[config.mk]
export PLATFORM = sky130hd
export DESIGN_NAME = countdown_timer_core
export DESIGN_NICKNAME = d
export VERILOG_FILES = /design/src/rtl/timer_pkg.sv /design/src/rtl/bcd_down_digit.sv /design/src/rtl/countdown_timer_core.sv
export SDC_FILE = /design/constraint.sdc
export NUM_CORES = 1
export LEC_CHECK = 0
export BUFFER_PORTS_ARGS = -buffer_cell sky130_fd_sc_hd__buf_2
export CAP_MARGIN = 20
export CORE_ASPECT_RATIO = 0.8
export CORE_MARGIN = 2
export CORE_UTILIZATION = 39
export DETAILED_ROUTE_END_ITERATION = 16
export SLEW_MARGIN = 30
export SYNTH_ARGS = -nofsm -noshare
export SYNTH_HDL_FRONTEND = slang
export SYNTH_HIERARCHICAL = 1
export SYNTH_SLANG_ARGS = --single-unit
[constraint.sdc]
create_clock -name CLOCK -period 4.5 [get_ports CLOCK]
set_clock_uncertainty 0.2 [all_clocks]
set_input_delay 0.675 -clock CLOCK [delete_from_list [all_inputs] [get_ports CLOCK]]
set_output_delay 0.675 -clock CLOCK [all_outputs]
set_load 0.02 [all_outputs]
[src/rtl/timer_pkg.sv]
// Shared types and constants for the countdown timer block.
package timer_pkg;

  typedef enum logic [1:0] {
    IDLE  = 2'd0,
    RUN   = 2'd1,
    PAUSE = 2'd2,
    ALARM = 2'd3
  } state_t;

  localparam int BTN_START = 0;
  localparam int BTN_STOP  = 1;
  localparam int BTN_LOAD  = 2;

  localparam int BCD_MAX_UNITS = 9;
  localparam int BCD_MAX_TENS  = 5;

  // Rotary switch can present 10..15; treat those as 9.
  function automatic logic [3:0] clamp_bcd(input logic [3:0] v);
    return (v > 4'(BCD_MAX_UNITS)) ? 4'(BCD_MAX_UNITS) : v;
  endfunction

endpackage

[src/rtl/bcd_down_digit.sv]
// One BCD down-counting digit; borrow is raised when a decrement wraps it.
module bcd_down_digit #(
  parameter int MOD = 10
) (
  input  logic       CLOCK,
  input  logic       RESET,
  input  logic       dec,
  input  logic       load,
  input  logic [3:0] ld_val,
  output logic [3:0] q,
  output logic       borrow
);

  assign borrow = dec && (q == 4'd0);

  // Load has priority over decrement; decrement from 0 wraps to MOD-1.
  always_ff @(posedge CLOCK or posedge RESET) begin
    if (RESET)     q <= 4'd0;
    else if (load) q <= ld_val;
    else if (dec)  q <= (q == 4'd0) ? 4'(MOD - 1) : q - 4'd1;
  end

endmodule

[src/rtl/countdown_timer_core.sv]
// Countdown timer controller: button sync/edge detect, BCD M..M:SS count,
// start/pause/stop/alarm sequencing, buzzer and status LEDs.
module countdown_timer_core
  import timer_pkg::*;
#(
  parameter int TICK_DIV   = 1000,
  parameter int MIN_DIGITS = 1,
  parameter int ALARM_SEC  = 30,
  parameter int BZ_HALF    = 1
) (
  input  logic                    CLOCK,
  input  logic                    RESET,
  input  logic [3:0]              PSW,
  input  logic [3:0]              RSW,
  output logic [3:0]              OUT_1S,
  output logic [3:0]              OUT_10S,
  output logic [4*MIN_DIGITS-1:0] OUT_M,
  output logic                    BZ,
  output logic [7:0]              LED
);

  localparam int NDIG = 2 + MIN_DIGITS;
  localparam int PW   = $clog2(TICK_DIV);
  localparam int BW   = (BZ_HALF > 1) ? $clog2(BZ_HALF) : 1;

  state_t                  state;
  logic [PW-1:0]           presc, presc_nxt;
  logic [7:0]              alm_cnt;
  logic [BW-1:0]           bz_cnt;
  logic                    blink;
  logic [2:0]              s1, s2, s3, ev;
  logic                    ev_start, ev_stop, ev_load;
  logic                    tick, cnt_zero, cnt_dec, clr, min_load;
  logic [NDIG-1:0][3:0]    dig_q;
  logic                    unused_bits;

  // Sync regs reset to 1 so a button held through reset yields no event.
  always_ff @(posedge CLOCK or posedge RESET) begin
    if (RESET) begin
      s1 <= '1;
      s2 <= '1;
      s3 <= '1;
    end else begin
      s1 <= PSW[2:0];
      s2 <= s1;
      s3 <= s2;
    end
  end

  assign ev       = s2 & ~s3;
  assign ev_stop  = ev[BTN_STOP];
  assign ev_start = ev[BTN_START] && !ev_stop;
  assign ev_load  = ev[BTN_LOAD] && !ev_start && !ev_stop;

  assign tick      = (presc == PW'(TICK_DIV - 1));
  assign presc_nxt = tick ? '0 : presc + PW'(1);
  assign cnt_zero  = (dig_q == '0);
  assign cnt_dec   = (state == RUN) && !ev_stop && !ev_start && !cnt_zero && tick;
  assign clr       = ev_stop;
  assign min_load  = ev_load && (state == IDLE);

  // Digit 0 = seconds units, 1 = seconds tens, 2.. = minutes (low first).
  for (genvar i = 0; i < NDIG; i++) begin : g_dig
    localparam int DMOD = (i == 1) ? BCD_MAX_TENS + 1 : BCD_MAX_UNITS + 1;
    logic       dec, ld, bor;
    logic [3:0] lv, q;

    if (i == 0) begin : g_d0
      assign dec = cnt_dec;
    end else begin : g_dn
      assign dec = g_dig[i-1].bor;
    end

    if (i < 2) begin : g_sec
      assign ld = clr;
      assign lv = 4'd0;
    end else if (i == 2) begin : g_m0
      assign ld = clr || min_load;
      assign lv = clr ? 4'd0 : clamp_bcd(RSW);
    end else begin : g_mn
      assign ld = clr || min_load;
      assign lv = clr ? 4'd0 : dig_q[i-1];
    end

    bcd_down_digit #(.MOD(DMOD)) u_digit (
      .CLOCK  (CLOCK),
      .RESET  (RESET),
      .dec    (dec),
      .load   (ld),
      .ld_val (lv),
      .q      (q),
      .borrow (bor)
    );

    assign dig_q[i] = q;
  end

  assign OUT_1S  = dig_q[0];
  assign OUT_10S = dig_q[1];
  assign OUT_M   = dig_q[NDIG-1:2];

  assign unused_bits = PSW[3] ^ g_dig[NDIG-1].bor;

  // Main sequencer: state, prescaler, alarm timing, buzzer and tick blink.
  always_ff @(posedge CLOCK or posedge RESET) begin
    if (RESET) begin
      state   <= IDLE;
      presc   <= '0;
      alm_cnt <= '0;
      bz_cnt  <= '0;
      BZ      <= 1'b0;
      blink   <= 1'b0;
    end else if (ev_stop) begin
      state   <= IDLE;
      presc   <= '0;
      alm_cnt <= '0;
      bz_cnt  <= '0;
      BZ      <= 1'b0;
      blink   <= 1'b0;
    end else begin
      case (state)
        IDLE: begin
          if (ev_start && !cnt_zero) begin
            state <= RUN;
            presc <= '0;
          end
        end
        RUN: begin
          if (cnt_zero) begin
            // Last tick already landed on 00:00; prescaler keeps its phase.
            state   <= ALARM;
            presc   <= presc_nxt;
            alm_cnt <= '0;
            bz_cnt  <= '0;
            BZ      <= 1'b1;
            blink   <= 1'b0;
          end else if (ev_start) begin
            state <= PAUSE;
            blink <= 1'b0;
          end else begin
            presc <= presc_nxt;
            if (tick) blink <= ~blink;
          end
        end
        PAUSE: begin
          if (ev_start) state <= RUN;
        end
        ALARM: begin
          if (tick && alm_cnt == 8'(ALARM_SEC - 1)) begin
            state   <= IDLE;
            presc   <= '0;
            alm_cnt <= '0;
            bz_cnt  <= '0;
            BZ      <= 1'b0;
          end else begin
            presc <= presc_nxt;
            if (tick) alm_cnt <= alm_cnt + 8'd1;
            if (bz_cnt == BW'(BZ_HALF - 1)) begin
              BZ     <= ~BZ;
              bz_cnt <= '0;
            end else begin
              bz_cnt <= bz_cnt + BW'(1);
            end
          end
        end
        default: state <= IDLE;
      endcase
    end
  end

  // Status LEDs follow the registered state one cycle later.
  always_ff @(posedge CLOCK or posedge RESET) begin
    if (RESET) LED <= 8'h00;
    else       LED <= {(state == RUN) && blink, 4'b0000,
                       state == ALARM, state == PAUSE, state == RUN};
  end

endmodule
# Yosys cells after proc, flatten, opt, wreduce, memory -nomap -nowiden
# Cells that the tools add are included.
# W data, S select, Z words.
[classes] n_addsub=6 magnitude_cmp=1 eq_ne=13 n_mux=45 bitwise_logic=4 n_reduce_logical=35
[ops] op="$mux W10" n=6
[ops] op="$mux W4" n=11
[ops] op="$mux W8" n=4
[ops] op="$pmux W10 S3" n=1
[ops] op="$ne A4 B4 Y1 const B" n=4
[ops] op="$pmux W8 S2" n=1
[ops] op="$logic_and A1 B1 Y1" n=13
[ops] op="$mux W1" n=13
[ops] op="$logic_not A12 Y1" n=1
[ops] op="$logic_not A4 Y1" n=3
[ops] op="$mux W2" n=6
[ops] op="$sub A4 B1 Y4 const B" n=3
[ops] op="$add A10 B1 Y10 const B" n=1
[ops] op="$eq A10 B10 Y1 const B" n=1
[ops] op="$ne A3 B3 Y1 const B" n=3
[ops] op="$reduce_and A3 Y1" n=3
[ops] op="$add A8 B1 Y8 const B" n=1
[ops] op="$eq A8 B5 Y1 const B" n=1
[ops] op="$pmux W2 S4" n=1
[ops] op="$reduce_bool A2 Y1" n=4
[ops] op="$reduce_bool A4 Y1" n=2
[ops] op="$eq A2 B2 Y1 const B" n=2
[ops] op="$gt A4 B4 Y1 const B" n=1
[ops] op="$pmux W1 S2" n=2
[ops] op="12 further kinds" n=16
[word_totals] regBits=48 inputBits=10 output_inout_bits=21 wordCells=117

# Longest topological paths before layout
[logic_depth] ltp_word=12 depth_mapped=12

# By module
# The synthesis kept the hierarchy.
[by_module_without_submodules] module="countdown_timer_core" n_inst=1 cells_per_inst=198 area_each_um2=2025.7
[by_module_without_submodules] module="bcd_down_digit (g_dig[0].u_digit ...)" n_inst=2 cells_per_inst=23 area_each_um2=226.5
[by_module_without_submodules] module="bcd_down_digit (g_dig[1].u_digit)" n_inst=1 cells_per_inst=22 area_each_um2=200.2

# Worst setup path before layout
# No wires, ideal clock.
[synth_timing] path_type="reg-to-reg" from="register presc[3]" to="register g_dig[2].u_digit.q[2]" setup_ns=0.082 arrival_time_ns=3.652 path_slack_ns=0.566 path_stages_with_launch=11 period_less_slack_ns=3.934 cell_sequence="dfrtp_1 nand2b_1 or4_4 nor3_1 nor4b_2 nor2b_1 or4b_4 nor2_1 nand2b_4 or4b_1 a31oi_1"
[synth_between] elab_chain_len=5
[synth_lines] item="start, declared" line="countdown_timer_core.sv:27" source="logic [PW-1:0] presc, presc_nxt;"
[synth_lines] item="start signal, assigned" line="countdown_timer_core.sv:132" source="presc <= presc_nxt;"
[synth_lines] item="start signal, assigned" line="countdown_timer_core.sv:141" source="presc <= presc_nxt;"
[synth_lines] item="start signal, assigned" line="countdown_timer_core.sv:156" source="presc <= presc_nxt;"
[synth_lines] item="$eq A10 B10 Y1" line="countdown_timer_core.sv:55" source="assign tick = (presc == PW'(TICK_DIV - 1));"
[synth_lines] item="$logic_and A1 B1 Y1" line="countdown_timer_core.sv:58" source="assign cnt_dec = (state == RUN) && !ev_stop && !ev_start && !cnt_zero && tick;"
[synth_lines] item="net cnt_dec" line="countdown_timer_core.sv:33" source="logic tick, cnt_zero, cnt_dec, clr, min_load;"
[synth_lines] item="$logic_and A1 B1 Y1" line="bcd_down_digit.sv:14" source="assign borrow = dec && (q == 4'd0);"
[synth_lines] item="net g_dig[0].bor" line="countdown_timer_core.sv:65" source="logic dec, ld, bor;"
[synth_lines] item="$logic_and A1 B1 Y1" line="bcd_down_digit.sv:14"
[synth_lines] item="net g_dig[1].bor" line="countdown_timer_core.sv:65"
[synth_lines] item="$reduce_bool A2 Y1 (no line)"
[synth_lines] item="end signal, assigned" line="bcd_down_digit.sv:19" source="else if (load) q <= ld_val;"
[synth_lines] item="end signal, assigned" line="bcd_down_digit.sv:20" source="else if (dec) q <= (q == 4'd0) ? 4'(MOD - 1) : q - 4'd1;"
[synth_lines] item="end, declared" line="bcd_down_digit.sv:10" source="output logic [3:0] q,"
# The timed path passes the listed nets, and every way through them passes these cells.
# A chain may end at the register's enable or synchronous reset.

# Final worst setup path
[layout_timing] from="register presc[0]" to="register g_dig[2].u_digit.q[2]"
# Same word-level chain as after synthesis.

==> summary.txt <==
Route
  • Total number of vias: about 2,100
  • Avg WL per Cell: ~14 µm
  • Number of remaining DRC errors: 0
  • Drt pass-1 iters: 4
  • Initial DRC Count: just over 100
  • Final wirelength: 5.532 mm
  • Post-route ant nets: 0
  • DR vias/cell: roughly 5.3

Timing
  • RSZ-0062 raised after global routing: false
  • Setup TNS Final: 0 ps
  • Tmin final: 3985 ps
  • Tcrit/Tclk final: approximately 89%
  • Worst slew pin tran: 797.6 ps
  • Fmax achieved: about 250 MHz
  • Setup Viol. Count Final: 0
  • Slew Viols, Final: 0
  • Slew headroom: a little under half
  • Endpoints failing hold: 0

Floorplan
  • Site Rows: 26
  • Chip height: ~78 µm
  • Die area: roughly 7500 µm²
  • Core Box Area: roughly 6500 µm²
  • Starting Density: roughly two fifths
  • Die W: about 97 µm
  • IO Count: 31

Place
  • Port Buffer Count: 25
  • Final HPWL DP: just over 4 mm
  • Placer congestion estimate: between 0.7 and 0.8

Power and ir drop
  • Combinational power share: about two fifths
  • Psw: approximately 0.52 mW
  • Reg power frac: a little over two fifths
  • Power density over the cells: between 400 and 500 nW/µm²
  • Pleak: 1.259 nW
  • Int Power: around 0.76 mW
  • Sw frac: approximately two fifths
  • Total design power: around 1.3 mW
  • Maximum vdd drop: about 0.20 mV
  • Clk pwr share: 19.9%

CTS
  • Inserted Clock Buffers: 5
  • Clock transition at path regs: approximately 90 ps
  • TritonCTS clock tree: built
  • Clk buf depth: 2
  • Hold Buf Count CTS: 0
  • Clock latency on the worst-skew pair: around 300 ps
  • Post-CTS Resized: 0
  • Clock sink count: between 40 and 50
  • Post-CTS setup buffer count: 0
  • H-tree levels: 2
  • Clock Tree Root: clkbuf_8

Final layout
  • Multi-input gate area: 1394 µm²
  • Reg area: 1187 µm²
  • Fillers: ~640
  • Area growth syn-to-layout: 11.89%
  • Diodes inserted: 0
  • Post-layout net count: 320
  • Post-layout util: around 46%
  • Share of layout cells above drive strength 1: 23.68%

Yosys
  • Syn avg cell area: approximately 10 µm²
  • YS warnings: 6
  • Synthesized instance count: roughly 270
  • Post-Synthesis Cell Area: between 2000 and 3000 µm²

GRT
  • Met3 usage: 3.359%
  • Grt peak-use layer: met1
  • Maximum number of pins on one net before global-route repair: 20
  • Initial antenna violation count: 0
  • GR Util met2: a little under a quarter
  • Global routing usage on met1: around 25%
  • Vias in the first global route: about 2,000
  • Grt ovf: 0
  • Total track usage: between 10% and 20%
  • First-pass GRT wire length: 9.763 mm

Critical path
  • Family with the most delay on the worst path: simple AND/OR/NAND/NOR gates
  • Buf/Inv on CP: 0
  • Crit path kind: reg2reg
  • Crit start category: flip-flop
  • WP data required: about 4500 ps
  • Worst-path fanout max: 5
  • Reg2reg setup slack: roughly 510 ps
  • Worst path max stage delay: 550 ps
  • Crit-path slowest cell: or4_4
  • WP data arrival: approximately 4000 ps
  • Critical path cell sequence: ha_1 > nand2_1 > or4_4 > nor3_1 > nor4b_2 > nor2b_1 > or4b_4 > nor2_1 > nand2b_4 > or4b_1 > a31oi_1
  • CP Depth: 11
  • Worst Reg-to-Reg Cells: 11
  • Setup crit end kind: flip-flop

Run
  • Max-Cap Viols: 0

Run status
  • Outcome: completed

Hold path
  • Worst Hold Class: in2async
## worst register-to-register path, stage by stage (launching register included)
cell      delay (ps)
dfrtp_1          400
ha_1             210
nand2_1          130
or4_4            550
nor3_1           270
nor4b_2          310
nor2b_1          290
or4b_4           510
nor2_1           280
nand2b_4          90
or4b_1           500
a31oi_1          170
## cell type report
cell class | instances | share of cell area [%]
multi-input combinational | 204 | 46.61
sequential | 47 | 39.71
timing repair buffer | 29 | 5.188
tap | 84 | 3.515
clock buffer | 5 | 2.301
inverter | 16 | 2.008
clock inverter | 3 | 0.6695
## path summary, 6_finish.rpt
path / from / endpoint
hold reg to reg: s1[0] / s2[0]
setup / recovery: presc[0] / g_dig[2].u_digit/q[2]
min in group CLOCK: s1[0] / s2[0]
max in group asynchronous: RESET / alm_cnt[6]
setup reg to reg: presc[0] / g_dig[2].u_digit/q[2]
hold / removal: RESET / g_dig[0].u_digit/q[2]
## power groups by stage
stage	combinational [mW]	clock [mW]	sequential (mW)
2_1_floorplan	0.353	0	0.574
3_3_place_gp	0.479	0	0.544
3_5_place_dp	0.488	0	0.546
4_1_cts	0.490	0.267	0.539
5_1_grt	0.544	0.283	0.550
6_report	0.488	0.255	0.539
## through the flow
step / instances / hold WS (ps) / worst slack (ps) / instance area, µm²
floorplan: 276 / 145.2 / 566.5 / 2714
global placement: 380 / 145.6 / 594.5 / 2902
detailed placement: 380 / 147.5 / 538.5 / 2902
CTS: 388 / 75.02 / 514.8 / 2990
global route: 388 / 84.08 / 222.0 / 2990
finish: 388 / 80.59 / 514.7 / 2990
## per-layer routing
metal | wire, µm | up-vias
met1 | 2936 | 1005
li1 | - | 1034
met3 | 205 | 2
met5 | 0 | -
met2 | 2361 | 30
met4 | 29 | 0
## cell usage in the layout (no fill, tap or decap), types with 3 or more instances in the layout
master	n
mux2i_1	3
nor3_1	3
a2bb2oi_1	3
and3_1	7
clkbuf_8	5
buf_2	25
nand2_1	28
or3_1	3
buf_4	4
nor2_1	12
a21oi_1	18
nand3_1	12
o31ai_1	3
ha_1	7
o21ai_0	12
nand4_1	4
xnor2_1	5
conb_1	12
dfstp_2	9
a211oi_1	3
nand2b_1	8
or4_4	4
o32ai_2	7
o21ai_1	8
nor4_1	4
a31oi_1	7
dfrtp_1	38
inv_1	15
## flip-flops by register name (all words and copies together) (netlist names)
| register | cells |
|---|---|
| g_dig.u_digit/q | 12 |
| s3 | 3 |
| BZ | 1 |
| presc | 10 |
| s2 | 3 |
| blink | 1 |
| state | 2 |
| LED | 4 |
| alm_cnt | 8 |
| s1 | 3 |
Power figures use the tool's default switching activity.
